### src/rtl/case_lut_pkg.sv
// rtl/case_lut_pkg.sv - shared types, counter width and saturating increment for case_lut_pipe
package case_lut_pkg;

  localparam int CNT_W  = 16;
  localparam int LUT_IW = 8;
  localparam int LUT_OW = 10;

  typedef struct packed {
    logic              en;
    logic [LUT_IW-1:0] key;
    logic [LUT_OW-1:0] val;
  } lut_entry_t;

  function automatic logic [CNT_W-1:0] sat_inc(input logic [CNT_W-1:0] c);
    return (c == '1) ? c : c + 1'b1;
  endfunction

endpackage

### src/rtl/case_lut_match.sv
// rtl/case_lut_match.sv - combinational first-match priority matcher over the entry array
module case_lut_match
  import case_lut_pkg::*;
#(
  parameter int IW      = 8,
  parameter int OW      = 10,
  parameter int ENTRIES = 34
) (
  input  logic [ENTRIES-1:0]         en,
  input  logic [ENTRIES-1:0][IW-1:0] keys,
  input  logic [ENTRIES-1:0][OW-1:0] vals,
  input  logic [IW-1:0]              index,
  output logic                       hit,
  output logic [OW-1:0]              val
);

  // Scan from the top slot down so the lowest matching slot overrides the rest.
  always_comb begin
    hit = 1'b0;
    val = '0;
    for (int i = ENTRIES - 1; i >= 0; i--) begin
      if (en[i] && (keys[i] == index)) begin
        hit = 1'b1;
        val = vals[i];
      end
    end
  end

endmodule

### src/rtl/case_lut_pipe.sv
// rtl/case_lut_pipe.sv - two-stage registered sparse LUT with hold-on-miss; CASE_LUT_STATS_EN adds hit/miss counters
module case_lut_pipe
  import case_lut_pkg::*;
#(
  parameter int              IW        = 8,
  parameter int              OW        = 10,
  parameter int              ENTRIES   = 34,
  parameter logic [OW-1:0]   RESET_VAL = 'h001
) (
  input  logic                       clk,
  input  logic                       rst,
  input  logic                       cfg_we,
  input  logic [$clog2(ENTRIES)-1:0] cfg_idx,
  input  logic [IW-1:0]              cfg_key,
  input  logic [OW-1:0]              cfg_val,
  input  logic                       cfg_en,
  input  logic                       in_valid,
  output logic                       in_ready,
  input  logic [IW-1:0]              in_index,
  output logic                       out_valid,
  input  logic                       out_ready,
  output logic [OW-1:0]              out_q,
  output logic                       out_hit
`ifdef CASE_LUT_STATS_EN
  ,
  output logic [CNT_W-1:0]           hit_cnt,
  output logic [CNT_W-1:0]           miss_cnt
`endif
);

  localparam int XW = $clog2(ENTRIES);

  logic [ENTRIES-1:0]         tbl_en;
  logic [ENTRIES-1:0][IW-1:0] tbl_key;
  logic [ENTRIES-1:0][OW-1:0] tbl_val;

  logic          cfg_wr_ok;
  logic          m_hit;
  logic [OW-1:0] m_val;
  logic          s1_valid;
  logic          s1_hit;
  logic [OW-1:0] s1_val;
  logic          s1_adv;
  logic          s2_adv;

  assign cfg_wr_ok = cfg_we && ({1'b0, cfg_idx} < (XW + 1)'(ENTRIES));
  assign s2_adv    = !out_valid || out_ready;
  assign s1_adv    = !s1_valid || s2_adv;
  assign in_ready  = s1_adv;

  // Table storage; a write lands on the same edge a lookup is captured, so that lookup sees the old table.
  always_ff @(posedge clk) begin
    if (rst) begin
      tbl_en  <= '0;
      tbl_key <= '0;
      tbl_val <= '0;
    end else if (cfg_wr_ok) begin
      tbl_en[cfg_idx]  <= cfg_en;
      tbl_key[cfg_idx] <= cfg_key;
      tbl_val[cfg_idx] <= cfg_val;
    end
  end

  case_lut_match #(
    .IW      (IW),
    .OW      (OW),
    .ENTRIES (ENTRIES)
  ) u_match (
    .en    (tbl_en),
    .keys  (tbl_key),
    .vals  (tbl_val),
    .index (in_index),
    .hit   (m_hit),
    .val   (m_val)
  );

  // Stage 1: capture the match result of an accepted lookup.
  always_ff @(posedge clk) begin
    if (rst) begin
      s1_valid <= 1'b0;
      s1_hit   <= 1'b0;
      s1_val   <= '0;
    end else if (s1_adv) begin
      s1_valid <= in_valid;
      if (in_valid) begin
        s1_hit <= m_hit;
        s1_val <= m_val;
      end
    end
  end

  // Stage 2: output register; a miss keeps the previously presented value.
  always_ff @(posedge clk) begin
    if (rst) begin
      out_valid <= 1'b0;
      out_q     <= RESET_VAL;
      out_hit   <= 1'b0;
    end else if (s2_adv) begin
      out_valid <= s1_valid;
      if (s1_valid) begin
        out_hit <= s1_hit;
        if (s1_hit) begin
          out_q <= s1_val;
        end
      end
    end
  end

`ifdef CASE_LUT_STATS_EN
  // Saturating hit/miss counters, stepped when a result is consumed.
  always_ff @(posedge clk) begin
    if (rst) begin
      hit_cnt  <= '0;
      miss_cnt <= '0;
    end else if (out_valid && out_ready) begin
      if (out_hit) begin
        hit_cnt <= sat_inc(hit_cnt);
      end else begin
        miss_cnt <= sat_inc(miss_cnt);
      end
    end
  end
`endif

endmodule
### config.mk
export PLATFORM = sky130hd
export DESIGN_NAME = case_lut_pipe
export DESIGN_NICKNAME = d
export VERILOG_FILES = /design/src/rtl/case_lut_pkg.sv /design/src/rtl/case_lut_match.sv /design/src/rtl/case_lut_pipe.sv
export SDC_FILE = /design/constraint.sdc
export NUM_CORES = 2
export LEC_CHECK = 0
export CAP_MARGIN = 0
export CORE_MARGIN = 1
export CORE_UTILIZATION = 60
export CTS_BUF_LIST = sky130_fd_sc_hd__clkbuf_4
export DETAILED_ROUTE_END_ITERATION = 8
export HOLD_SLACK_MARGIN = 0.15
export PLACE_DENSITY = 0.79
export SYNTH_ARGS = -nofsm -noshare
export SYNTH_HDL_FRONTEND = slang
export SYNTH_SLANG_ARGS = --single-unit
### constraint.sdc
create_clock -name clk -period 7.7 [get_ports clk]
set_clock_uncertainty 0.15 [all_clocks]
set_input_delay 1.925 -clock clk [delete_from_list [all_inputs] [get_ports clk]]
set_output_delay 1.925 -clock clk [all_outputs]
set_load 0.03 [all_outputs]
==> qor.txt <==
Global-route wire length before repair = 150000 µm
Worst hold path class = reg2reg
Die H = 228 µm
Synthesis-stage register bit count = 670
Die W = 228 µm
Via Count = 29200
Yosys Warn Count = 0
Yosys cell types = 85
Switch Pwr = 1750 µW
# nets final = 4117
Met2 WL post-DR = 42700 µm
Number of flops mapped to enable cells by yosys = 0
Worst Hold End = tbl_en[12]
Headroom to the max-slew limit = 10.6%
Required @ worst endpoint = 8.42 ns
Routability congestion estimate = 1.06
Setup CP Type = in2reg
H-tree depth = 4
Aggregate global routing overflow = 0
# hold bufs at CTS = 0
Outcome = finished clean
Fmax = 0.175 GHz
Core Box Area = 50300 µm²
Leak pwr = 0.0109 µW
Seq pwr share = 50.5%
Share of post-route cells with drive strength above 1 = 9.55%
Resized cells post-CTS = 0
Reg clk slew, reported paths = 0.07 ns
Top cells by area, synth = dfxtp_1, nand2_1, a21oi_1, xnor2_1, clkbuf_1
Fin. Hold Viols = 0
Mapped cell area = 30700 µm²
CTS tree = yes
Routed Antenna Nets = 0
Tcrit/Tclk final = 74.1%
Drt total wl = 98200 µm
Switching part of the total = 25.3%
Async set or reset register ratio after synthesis = 0%
Fillers = 4422
Number of global-route vias before repair = 26400
WL/cell = 20.2 µm
Largest net degree at the start of global routing = 162
Pins Over Slew Limit = 0
WL met1 = 40300 µm
Clock power frac = 43.9%
Worst reg2reg setup slack = 3.84 ns
Area leader, netlist = dfxtp_1
Crit-path leading delay family = simple AND/OR/NAND/NOR gates
Slew @ Worst Pin = 1.34 ns
Met3 WL = 10400 µm
Die area = 52100 µm²
R2R Path End = s1_hit
Worst-path cell chain = buf_2, buf_4, xor2_1, nor3_1, nand4_1, nand2b_1, nor4_1, nand4_1, nor4_1, nor3_1
IO buf count = 50
Register area share after synthesis = 43.7%
RSZ-0062 raised after global routing = no
Site Rows = 82
Post-CTS setup buffer count = 0
CTS Root Cell = clkbuf_4
Starting DRT DRC Count = 3691
TritonCTS Buffers = 170
Crit. End Element = flip-flop
Comb power frac = 5.6%
Yosys top cell area share = 43.7%
Top routing layer used = met4
Hold path start = tbl_en[12]
Max capacitance violation total = 0
Hold path depth = 2
Count leader, synth = nand2_1
Crit path launch type = primary input
VDD IR-drop max = 0.194 mV
Max incr delay on CP = 0.99 ns
Total GRT Usage = 36.8%
Top post-synthesis cells by count = nand2_1, a21oi_1, dfxtp_1, clkbuf_1, xnor2_1
Fin Setup TNS = 0 ns
Drt drc = 0
Internal power = 5150 µW
WHS = 0.301 ns
PwrDens = 209 nW/µm²
Fin crit period = 5.70 ns
Clock tree sinks = 670
WP buf/inv = 2
Synth-to-Final Area Change = 7.51%
Synth Flop Type = dfxtp_1
Final setup violating endpoints = 0
Cell depth of the worst flop-to-flop path = 8
Vias/cell = 6.01
Syn nets = 4139
Final HPWL DP = 60800 µm
Critical path peak fanout = 23
Worst EP arrival = 6.43 ns
Pre-antenna DRT Iters = 7
Syn Inst Count = 4101
Clk_lat worst skew = 1.05 ns
Antenna violations before repair = 1
Slowest cell on crit path = nor4_1
CTS max path bufs = 3
Top-Level Pins = 51
Starting density of the core = 61.1%
Synth Area per Inst = 7.49 µm²
RR Startpoint = tbl_key[22]
how the worst max path moves through the flow:
stage,start,to,slack (ns),cells after the start
2_1_floorplan,out_ready,in_ready,3.31,2
3_3_place_gp,in_index[5],s1_hit,1.21,10
3_5_place_dp,in_index[5],s1_hit,1.20,10
4_1_cts,in_index[5],s1_hit,2.29,10
5_1_grt,in_index[5],s1_hit,2.24,10
6_report,in_index[5],s1_hit,2.00,10
layout by cell type (no fill, tap or decap), drive strengths merged, types with 23 or more instances in the layout:
cell type	count
nand4	51
nor3	56
xnor2	224
inv	53
o21ai	60
nor2	127
nor4	32
a21oi	705
nand3	63
xor2	48
buf	88
a221oi	23
nand2	1439
clkbuf	252
dfxtp	670
per-layer routing:
metal	up-vias	GRT usage, %
met4	0	19.1
met2	1609	54.8
li1	13600	-
met5	-	0
met3	309	7.89
met1	13600	50.2
flip-flops by register name (all words and copies together), names as in the netlist:
register / flops
tbl_val: 340
tbl_key: 272
tbl_en: 34
out_q: 10
s1_val: 10
out_hit: 1
out_valid: 1
s1_hit: 1
s1_valid: 1
tightest hold or removal path, stage by stage, from the launching register on:
cell and delay, ns:
dfxtp_1 0.31, nand2_1 0.05, a21oi_1 0.05
area by class of cell:
type,instances,area (µm²),share of cell area [%]
diodes,1,2.50,0.00758
clock buffers,252,1890,5.73
clock inverters,29,193,0.584
inverters,48,180,0.546
multi-input cells,3079,15700,47.4
flip-flops and latches,670,13400,40.6
well taps,672,841,2.55
repair buffers,110,833,2.52
power by group through the flow:
stage / Sequential (µW) / Combinational (µW) / Clock (µW)
floorplan: 3560 / 264 / 0
global placement: 3560 / 368 / 0
detailed placement: 3560 / 369 / 0
CTS: 3480 / 371 / 3050
global route: 3480 / 395 / 3250
finish: 3480 / 383 / 3020
per-stage QoR:
stage	setup WS (ns)	utilization [%]	power, µW	cells	area, µm²
4_1_cts	2.29	65.6	6900	4860	33000
6_report	2.00	65.7	6890	4861	33000
3_3_place_gp	1.21	61.5	3930	4579	30900
3_5_place_dp	1.20	61.5	3930	4579	30900
5_1_grt	2.24	65.7	7130	4861	33000
2_1_floorplan	3.31	-	3820	4101	30700
kinds of logic after synthesis:
logic type	Yosys count	synth area share, %
and+or+nand+nor	1862	25.4
DFF	670	43.7
xor gates and xnor gates	272	7.98
buffers and inverters	352	5.34
muxes	10	0.326
AOI/OAI and AO/OA	935	17.2
(Power assumes the default switching activity.)
